===== config.mk =====
export PLATFORM = sky130hd
export DESIGN_NAME = core_fetch_arbiter
export DESIGN_NICKNAME = d
export VERILOG_FILES = /design/src/rtl/core_fetch_arbiter.sv
export SDC_FILE = /design/constraint.sdc
export NUM_CORES = 1
export LEC_CHECK = 0
export ABC_AREA = 1
export BUFFER_PORTS_ARGS = -buffer_cell sky130_fd_sc_hd__buf_2
export CORE_MARGIN = 2
export CORE_UTILIZATION = 48
export CTS_BUF_LIST = sky130_fd_sc_hd__clkbuf_8
export CTS_CLUSTER_DIAMETER = 50
export DETAILED_ROUTE_END_ITERATION = 10
export PLACE_DENSITY = 0.8
export SYNTH_ARGS = -nofsm -noshare
export SYNTH_HDL_FRONTEND = slang
export SYNTH_SLANG_ARGS = --single-unit

===== constraint.sdc =====
create_clock -name clk -period 1.88 [get_ports clk]
set_input_delay 0.094 -clock clk [delete_from_list [all_inputs] [get_ports clk]]
set_output_delay 0.094 -clock clk [all_outputs]
set_load 0.02 [all_outputs]

===== src/rtl/core_fetch_arbiter.sv =====
// Shares one memory port between instruction prefetch and the LSU, one transaction in flight.
// Define CORE_FETCH_ARB_FAIRNESS_EN to enable anti-starvation forcing of instruction fetches.
module core_fetch_arbiter #(
    parameter int STARVE_LIMIT = 4,
    parameter int ADDR_W       = 32
) (
    input  logic              clk,
    input  logic              rst_n,
    input  logic              flush,
    input  logic              insn_req,
    input  logic [ADDR_W-1:0] insn_addr,
    output logic              insn_valid,
    output logic [31:0]       insn_data,
    input  logic              data_req,
    input  logic              data_we,
    input  logic [ADDR_W-1:0] data_addr,
    input  logic [31:0]       data_wdata,
    input  logic [3:0]        data_be,
    output logic              data_ready,
    output logic [31:0]       data_rdata,
    output logic [ADDR_W-1:0] mem_addr,
    output logic              mem_read,
    output logic              mem_write,
    output logic [31:0]       mem_wdata,
    output logic [3:0]        mem_be,
    input  logic              mem_waitrequest,
    input  logic              mem_readdatavalid,
    input  logic [31:0]       mem_rdata
);

    typedef enum logic [1:0] {
        IDLE,
        INSN,
        DATA,
        DISCARD
    } state_t;

    if (STARVE_LIMIT < 1) begin : g_limit_check
        $error("STARVE_LIMIT must be at least 1");
    end

    state_t            state_q, state_d;
    logic [ADDR_W-1:0] mem_addr_q, mem_addr_d;
    logic              mem_read_q, mem_read_d;
    logic              mem_write_q, mem_write_d;
    logic [31:0]       mem_wdata_q, mem_wdata_d;
    logic [3:0]        mem_be_q, mem_be_d;
    logic              insn_valid_q, insn_valid_d;
    logic [31:0]       insn_data_q, insn_data_d;
    logic              data_ready_q, data_ready_d;
    logic [31:0]       data_rdata_q, data_rdata_d;

    logic idle_free;
    logic grant_insn;
    logic grant_data;
    logic cmd_accepted;
    logic read_done;
    logic starved;

    // A response pulse blocks arbitration for its cycle so the next grant comes strictly after it.
    assign idle_free    = (state_q == IDLE) && !insn_valid_q && !data_ready_q;
    assign grant_insn   = idle_free && insn_req && !flush && (!data_req || starved);
    assign grant_data   = idle_free && data_req && !grant_insn;
    assign cmd_accepted = !mem_waitrequest;
    assign read_done    = !mem_read_q && mem_readdatavalid;

`ifdef CORE_FETCH_ARB_FAIRNESS_EN
    localparam int CNT_W = $clog2(STARVE_LIMIT + 1);

    logic [CNT_W-1:0] starve_q, starve_d;

    assign starved = (starve_q == CNT_W'(STARVE_LIMIT));

    always_comb begin
        starve_d = starve_q;
        if (grant_insn || (state_q == IDLE && !insn_req)) begin
            starve_d = '0;
        end else if (grant_data && insn_req && !starved) begin
            starve_d = starve_q + 1'b1;
        end
    end

    always_ff @(posedge clk or negedge rst_n) begin
        if (!rst_n) begin
            starve_q <= '0;
        end else begin
            starve_q <= starve_d;
        end
    end
`else
    assign starved = 1'b0;
`endif

    always_comb begin
        state_d      = state_q;
        mem_addr_d   = mem_addr_q;
        mem_read_d   = mem_read_q;
        mem_write_d  = mem_write_q;
        mem_wdata_d  = mem_wdata_q;
        mem_be_d     = mem_be_q;
        insn_valid_d = 1'b0;
        insn_data_d  = insn_data_q;
        data_ready_d = 1'b0;
        data_rdata_d = data_rdata_q;

        case (state_q)
            IDLE: begin
                if (grant_insn) begin
                    state_d    = INSN;
                    mem_addr_d = insn_addr;
                    mem_read_d = 1'b1;
                end else if (grant_data) begin
                    state_d     = DATA;
                    mem_addr_d  = data_addr;
                    mem_wdata_d = data_wdata;
                    mem_be_d    = data_be;
                    mem_read_d  = !data_we;
                    mem_write_d = data_we;
                end
            end

            // A flushed fetch still lets its command complete; only the returned word is dropped.
            INSN: begin
                if (mem_read_q && cmd_accepted) begin
                    mem_read_d = 1'b0;
                end
                if (read_done) begin
                    state_d = IDLE;
                    if (!flush) begin
                        insn_valid_d = 1'b1;
                        insn_data_d  = mem_rdata;
                    end
                end else if (flush) begin
                    state_d = DISCARD;
                end
            end

            // Writes leave on acceptance, so mem_write_q alone tells a pending write from a read.
            DATA: begin
                if (mem_write_q) begin
                    if (cmd_accepted) begin
                        mem_write_d  = 1'b0;
                        data_ready_d = 1'b1;
                        state_d      = IDLE;
                    end
                end else begin
                    if (mem_read_q && cmd_accepted) begin
                        mem_read_d = 1'b0;
                    end
                    if (read_done) begin
                        data_ready_d = 1'b1;
                        data_rdata_d = mem_rdata;
                        state_d      = IDLE;
                    end
                end
            end

            DISCARD: begin
                if (mem_read_q && cmd_accepted) begin
                    mem_read_d = 1'b0;
                end
                if (read_done) begin
                    state_d = IDLE;
                end
            end

            default: begin
                state_d = IDLE;
            end
        endcase
    end

    always_ff @(posedge clk or negedge rst_n) begin
        if (!rst_n) begin
            state_q      <= IDLE;
            mem_addr_q   <= '0;
            mem_read_q   <= 1'b0;
            mem_write_q  <= 1'b0;
            mem_wdata_q  <= '0;
            mem_be_q     <= '0;
            insn_valid_q <= 1'b0;
            insn_data_q  <= '0;
            data_ready_q <= 1'b0;
            data_rdata_q <= '0;
        end else begin
            state_q      <= state_d;
            mem_addr_q   <= mem_addr_d;
            mem_read_q   <= mem_read_d;
            mem_write_q  <= mem_write_d;
            mem_wdata_q  <= mem_wdata_d;
            mem_be_q     <= mem_be_d;
            insn_valid_q <= insn_valid_d;
            insn_data_q  <= insn_data_d;
            data_ready_q <= data_ready_d;
            data_rdata_q <= data_rdata_d;
        end
    end

    assign mem_addr   = mem_addr_q;
    assign mem_read   = mem_read_q;
    assign mem_write  = mem_write_q;
    assign mem_wdata  = mem_wdata_q;
    assign mem_be     = mem_be_q;
    assign insn_valid = insn_valid_q;
    assign insn_data  = insn_data_q;
    assign data_ready = data_ready_q;
    assign data_rdata = data_rdata_q;

endmodule


# == Yosys cells after proc, flatten, opt, wreduce, memory -nomap -nowiden ==
# Cells that the tools add are included.
# word_totals
out_inout_bits,136
wordCells,77
register_bits,138
# op_classes
muxes,27
eq_ne,9
reduce_logical,28
n_bitwise,3
# ops
operator,count
two-way mux 32 bit,2
two-way mux 1 bit,15
AND reduction 3 bit,5
two-way mux 2 bit,7
logical AND 1 bit,9
"!= test 3 bit, second input constant",3
zero test 1 bit,8
case mux 2 bit (4 select lines),1
"!= test 2 bit, second input constant",3
"equality test 2 bit, second input constant",2
AND reduction 2 bit,2
nonzero test 2 bit,2
NOT 1 bit,3
case mux 1 bit (3 select lines),1
"equality test 2 x 1 -> 1 bit, second input constant",1
zero test 2 bit,1
case mux 1 bit (2 select lines),1
OR reduction 2 bit,1

# == Depth between registers and ports, before layout ==
# logic_depth
ltp_word,11
ltp_mapped,8

# == Worst setup path before layout ==
# Ideal clock, no wire load.
# synth_path
path_kind,register to register
from,register data_ready_q (netlist: data_ready)
to,register mem_be_q[0] (netlist: mem_be[0])
stages_incl_launch_ff,9
path_buffers,2
required_time_ns,1.764
arrival_ns,1.260
path_slack_ns,0.503
cell_sequence,dfrtp_1 > inv_1 > nand2_1 > nor2_8 > nand2_2 > buf_4 > buf_6 > nand2_1 > nand2_1
# synth_via
elab_chain_cells,8
# synth_lines
item,line_no,source
from (decl),50,"logic data_ready_q, data_ready_d;"
from (signal assigned),194,data_ready_q <= data_ready_d;
zero test 1 bit *,61,assign idle_free = (state_q == IDLE) && !insn_valid_q && !data_ready_q;
logical AND 1 bit *,61,
logical AND 1 bit (3 in a row),62,assign grant_insn = idle_free && insn_req && !flush && (!data_req || starved);
zero test 1 bit,63,assign grant_data = idle_free && data_req && !grant_insn;
logical AND 1 bit,63,
AND reduction 3 bit (no line) *,-,
to (signal assigned),191,mem_be_q <= mem_be_d;
to (decl),47,"logic [3:0] mem_be_q, mem_be_d;"
# Mark *: on every way between the ends. The rest lies on a longest branch, timed or not.
# A chain may end at the register's enable or synchronous reset.

# == Worst setup path in the final report ==
# layout_path
from,register state_q[0]
to,register mem_addr_q[21] (netlist: mem_addr[21])
# layout_via
elab_chain_cells,10
# layout_lines
item,line_no,source
from (decl),42,"state_t state_q, state_d;"
from (signal assigned),186,state_q <= state_d;
zero test 2 bit *,"61, 106",
logical AND 1 bit (2 in a row),61,
logical AND 1 bit (3 in a row),62,
zero test 1 bit,63,
logical AND 1 bit,63,
nonzero test 2 bit (no line),-,
AND reduction 2 bit (no line),-,
to (signal assigned),187,mem_addr_q <= mem_addr_d;
to (decl),43,"logic [ADDR_W-1:0] mem_addr_q, mem_addr_d;"
# Marks and branches as above.

==> results.yml <==
outcome:
  outcome: "complete, no violations"
placed_design:
  gp_congestion: 0.822
  pre_cts_ws_ps: 278
  dpl.hpwl_mm: 10.9
  io_buffers: 275
floorplan:
  std_cell_rows: 40
  start_util: 0.491
  die_x_um: 115
  core_um2: 12000
  ios: 276
  die-area_um2: 13200
  die_h_um: 115
synth:
  synthesis.instances: 682
  netlist_top_cells_area: "dfrtp_1, nand2_1, inv_1, o21ai_0, nand3b_1"
  synth_seq_area_share: 0.585
  syn_nets: 822
  postSynthAreaPerCell_um2: 8.65
  syn_area_um2: 5900
  yosysTopAreaCell: "dfrtp_1"
  synth_top_cell_area_share: 0.585
  synth-seq-cells: 138
  ys_warn_count: 0
  synth.distinct_cells: 23
clock_tree:
  cts_made_buffers: 17
  clk_latency_ps: 430
  cts_root_buf: "clkbuf_8"
  clock-sinks: 138
  cts_tree: "done"
  cts_max_path_buffers: 2
  h-tree-depth: 4
  cts.repair.resized: 0
  clk_pin_slew_worst_paths_ps: 80
hold_path:
  holdPathEnd: "mem_addr[0]"
  min_path_cells: 4
  hold_class: "input pin to flop"
  hp-start: "data_addr[0]"
sta:
  skew_ps: 11.0
  finalSetupTns_ps: 0
  min_period_ps: 1660
  holdWs_ps: 32.0
  maxSlewViolCount: 0
  timing.fmax_ghz: 0.604
  report.final.setup_viol: 0
  maxSlewHeadroom: 0.614
  hold_viol_final: 0
  finalWorstSetupSlack_ps: 224
  worst_pin_slew_ps: 579
  finalCritPeriodShare: 0.881
  rsz0062_at_grt: "no"
power_and_ir_drop:
  p_int_w: 0.00774
  cellLeakagePower_nw: 5.22
  p_sw_w: 0.00617
  p_clk_frac: 0.169
  power.density_nw_per_um2: 1530
  p_seq_frac: 0.365
  combPwrFrac: 0.466
  ir_drop_mv: 0.844
  sw_frac_of_total: 0.444
critical_path:
  reg2reg_to: "mem_addr[21]"
  end_kind: "flop"
  crit_chain: "inv_2 > nand2_4 > nor2_8 > nand3_4 > o21ai_0 > nor2_1"
  r2r_start: "state_q[0]"
  cp.required_ps: 2180
  slowest_delay_ps: 450
  r2r_cells: 6
  cp_max_fo: 34
  r2r_slack_ps: 220
  path_class: "flop to flop"
  cp-start-kind: "flop"
  cp_slowest_cell: "dfrtp_1"
  cp.arrival_ps: 1960
route:
  drtPass1Iterations: 5
  routedWlPerCell_um: 15.2
  drt-vias-per-instance: 4.92
  num_vias: 6113
  drt-initial-drc-count: 586
  antenna_left: 0
  drc: 0
  drt_wl_total_mm: 18.9
final_layout:
  layout_common_cells: "buf_2, nand2_1, dfrtp_1, dlygate4sd3_1, inv_1"
  layout_commonest_cell: "buf_2"
  layout-drive-gt1-share: 0.297
  fillers: 751
  final_nets: 1222
  area.growth.synth_to_final_pct: 54.1
global_routing:
  gr-total-overflow: 0
  track_usage: 0.291
  grt_max_degree: 66
  antenna_found_initial: 1
  grt_pass1_wl_mm: 30.0
  grt_pass1_vias: 6283
run:
  drv_cap: 0
## per-layer routing
metal / vias to the layer above / global-route usage / routed length (um)
li1: 2874 / - / -
met1: 2808 / 0.343 / 7280
met2: 352 / 0.488 / 9380
met3: 77 / 0.0743 / 1370
met4: 2 / 0.162 / 842
met5: - / 0 / 13
## state kept, by name, summed over array words and instances, names as in the netlist
signal      count
data_ready      1
state_q         2
mem_write       1
mem_be          4
mem_wdata      32
data_rdata     32
insn_data      32
insn_valid      1
mem_addr       32
mem_read        1
## cell usage after synthesis, drive strengths merged
cell and n:
nor2 37, inv 109, buf 30, o21ai 102, nand3b 32, o31ai 1, dfrtp 138, or2 1
nand3 6, a21oi 1, clkbuf 4, o211ai 2, nand2 219
## worst max-delay path: cells and delay by family, from the launching register on
family,cells,cell delay [ps]
simple gates,4,650
flops,1,450
compound gates,1,300
buf+inv,1,110
## cell families after synthesis
kind of cell    count (synthesis)  synth area share
compound gates                106            0.0931
buf+inv                       143             0.105
flops                         138             0.585
simple gates                  295             0.216
## what timing repair did
action                    in CTS  in global routing
hold endpoints to repair     191                  0
buffers inserted               0                  0
hold buffers                 130                  0
## worst max-delay path by stage
| stage | from | to | slack (ps) | cells past startpoint |
|---|---|---|---|---|
| floorplan | data_ready | mem_be[0] | 500 | 8 |
| global placement | state_q[0] | mem_addr[23] | 330 | 6 |
| detailed placement | state_q[0] | mem_addr[21] | 280 | 6 |
| CTS | state_q[0] | mem_addr[21] | 250 | 6 |
| global route | state_q[0] | mem_addr[8] | 70 | 6 |
| finish | state_q[0] | mem_addr[21] | 220 | 6 |
## power by group through the flow
stage	Clock (W)	Combinational, W	Sequential [W]
floorplan	0	0.00239	0.00667
global route	0.00254	0.00711	0.00522
CTS	0.00241	0.00635	0.00502
finish	0.00235	0.00649	0.00507
global placement	0	0.00598	0.00502
detailed placement	0	0.00615	0.00503
## area by class of cell
| class | instances | area (um2) | share of cell area |
|---|---|---|---|
| Sequential cell | 138 | 3450 | 0.380 |
| Timing Repair Buffer | 415 | 2820 | 0.310 |
| Multi-Input combinational cell | 401 | 1840 | 0.202 |
| Inverter | 109 | 409 | 0.0450 |
| Clock buffer | 19 | 262 | 0.0288 |
| Tap cell | 147 | 184 | 0.0202 |
| Clock inverter | 12 | 126 | 0.0139 |
| Antenna cell | 1 | 2.50 | 0.000275 |
## stage by stage
step            util  cells  area [um2]  power, W
2_1_floorplan      -    682        5900   0.00906
3_3_place_gp   0.616   1080        7400    0.0110
3_5_place_dp   0.616   1080        7400    0.0112
4_1_cts        0.757   1241        9090    0.0138
5_1_grt        0.757   1241        9090    0.0149
6_report       0.757   1242        9090    0.0139
No activity file was read; power rests on OpenSTA's default activity.
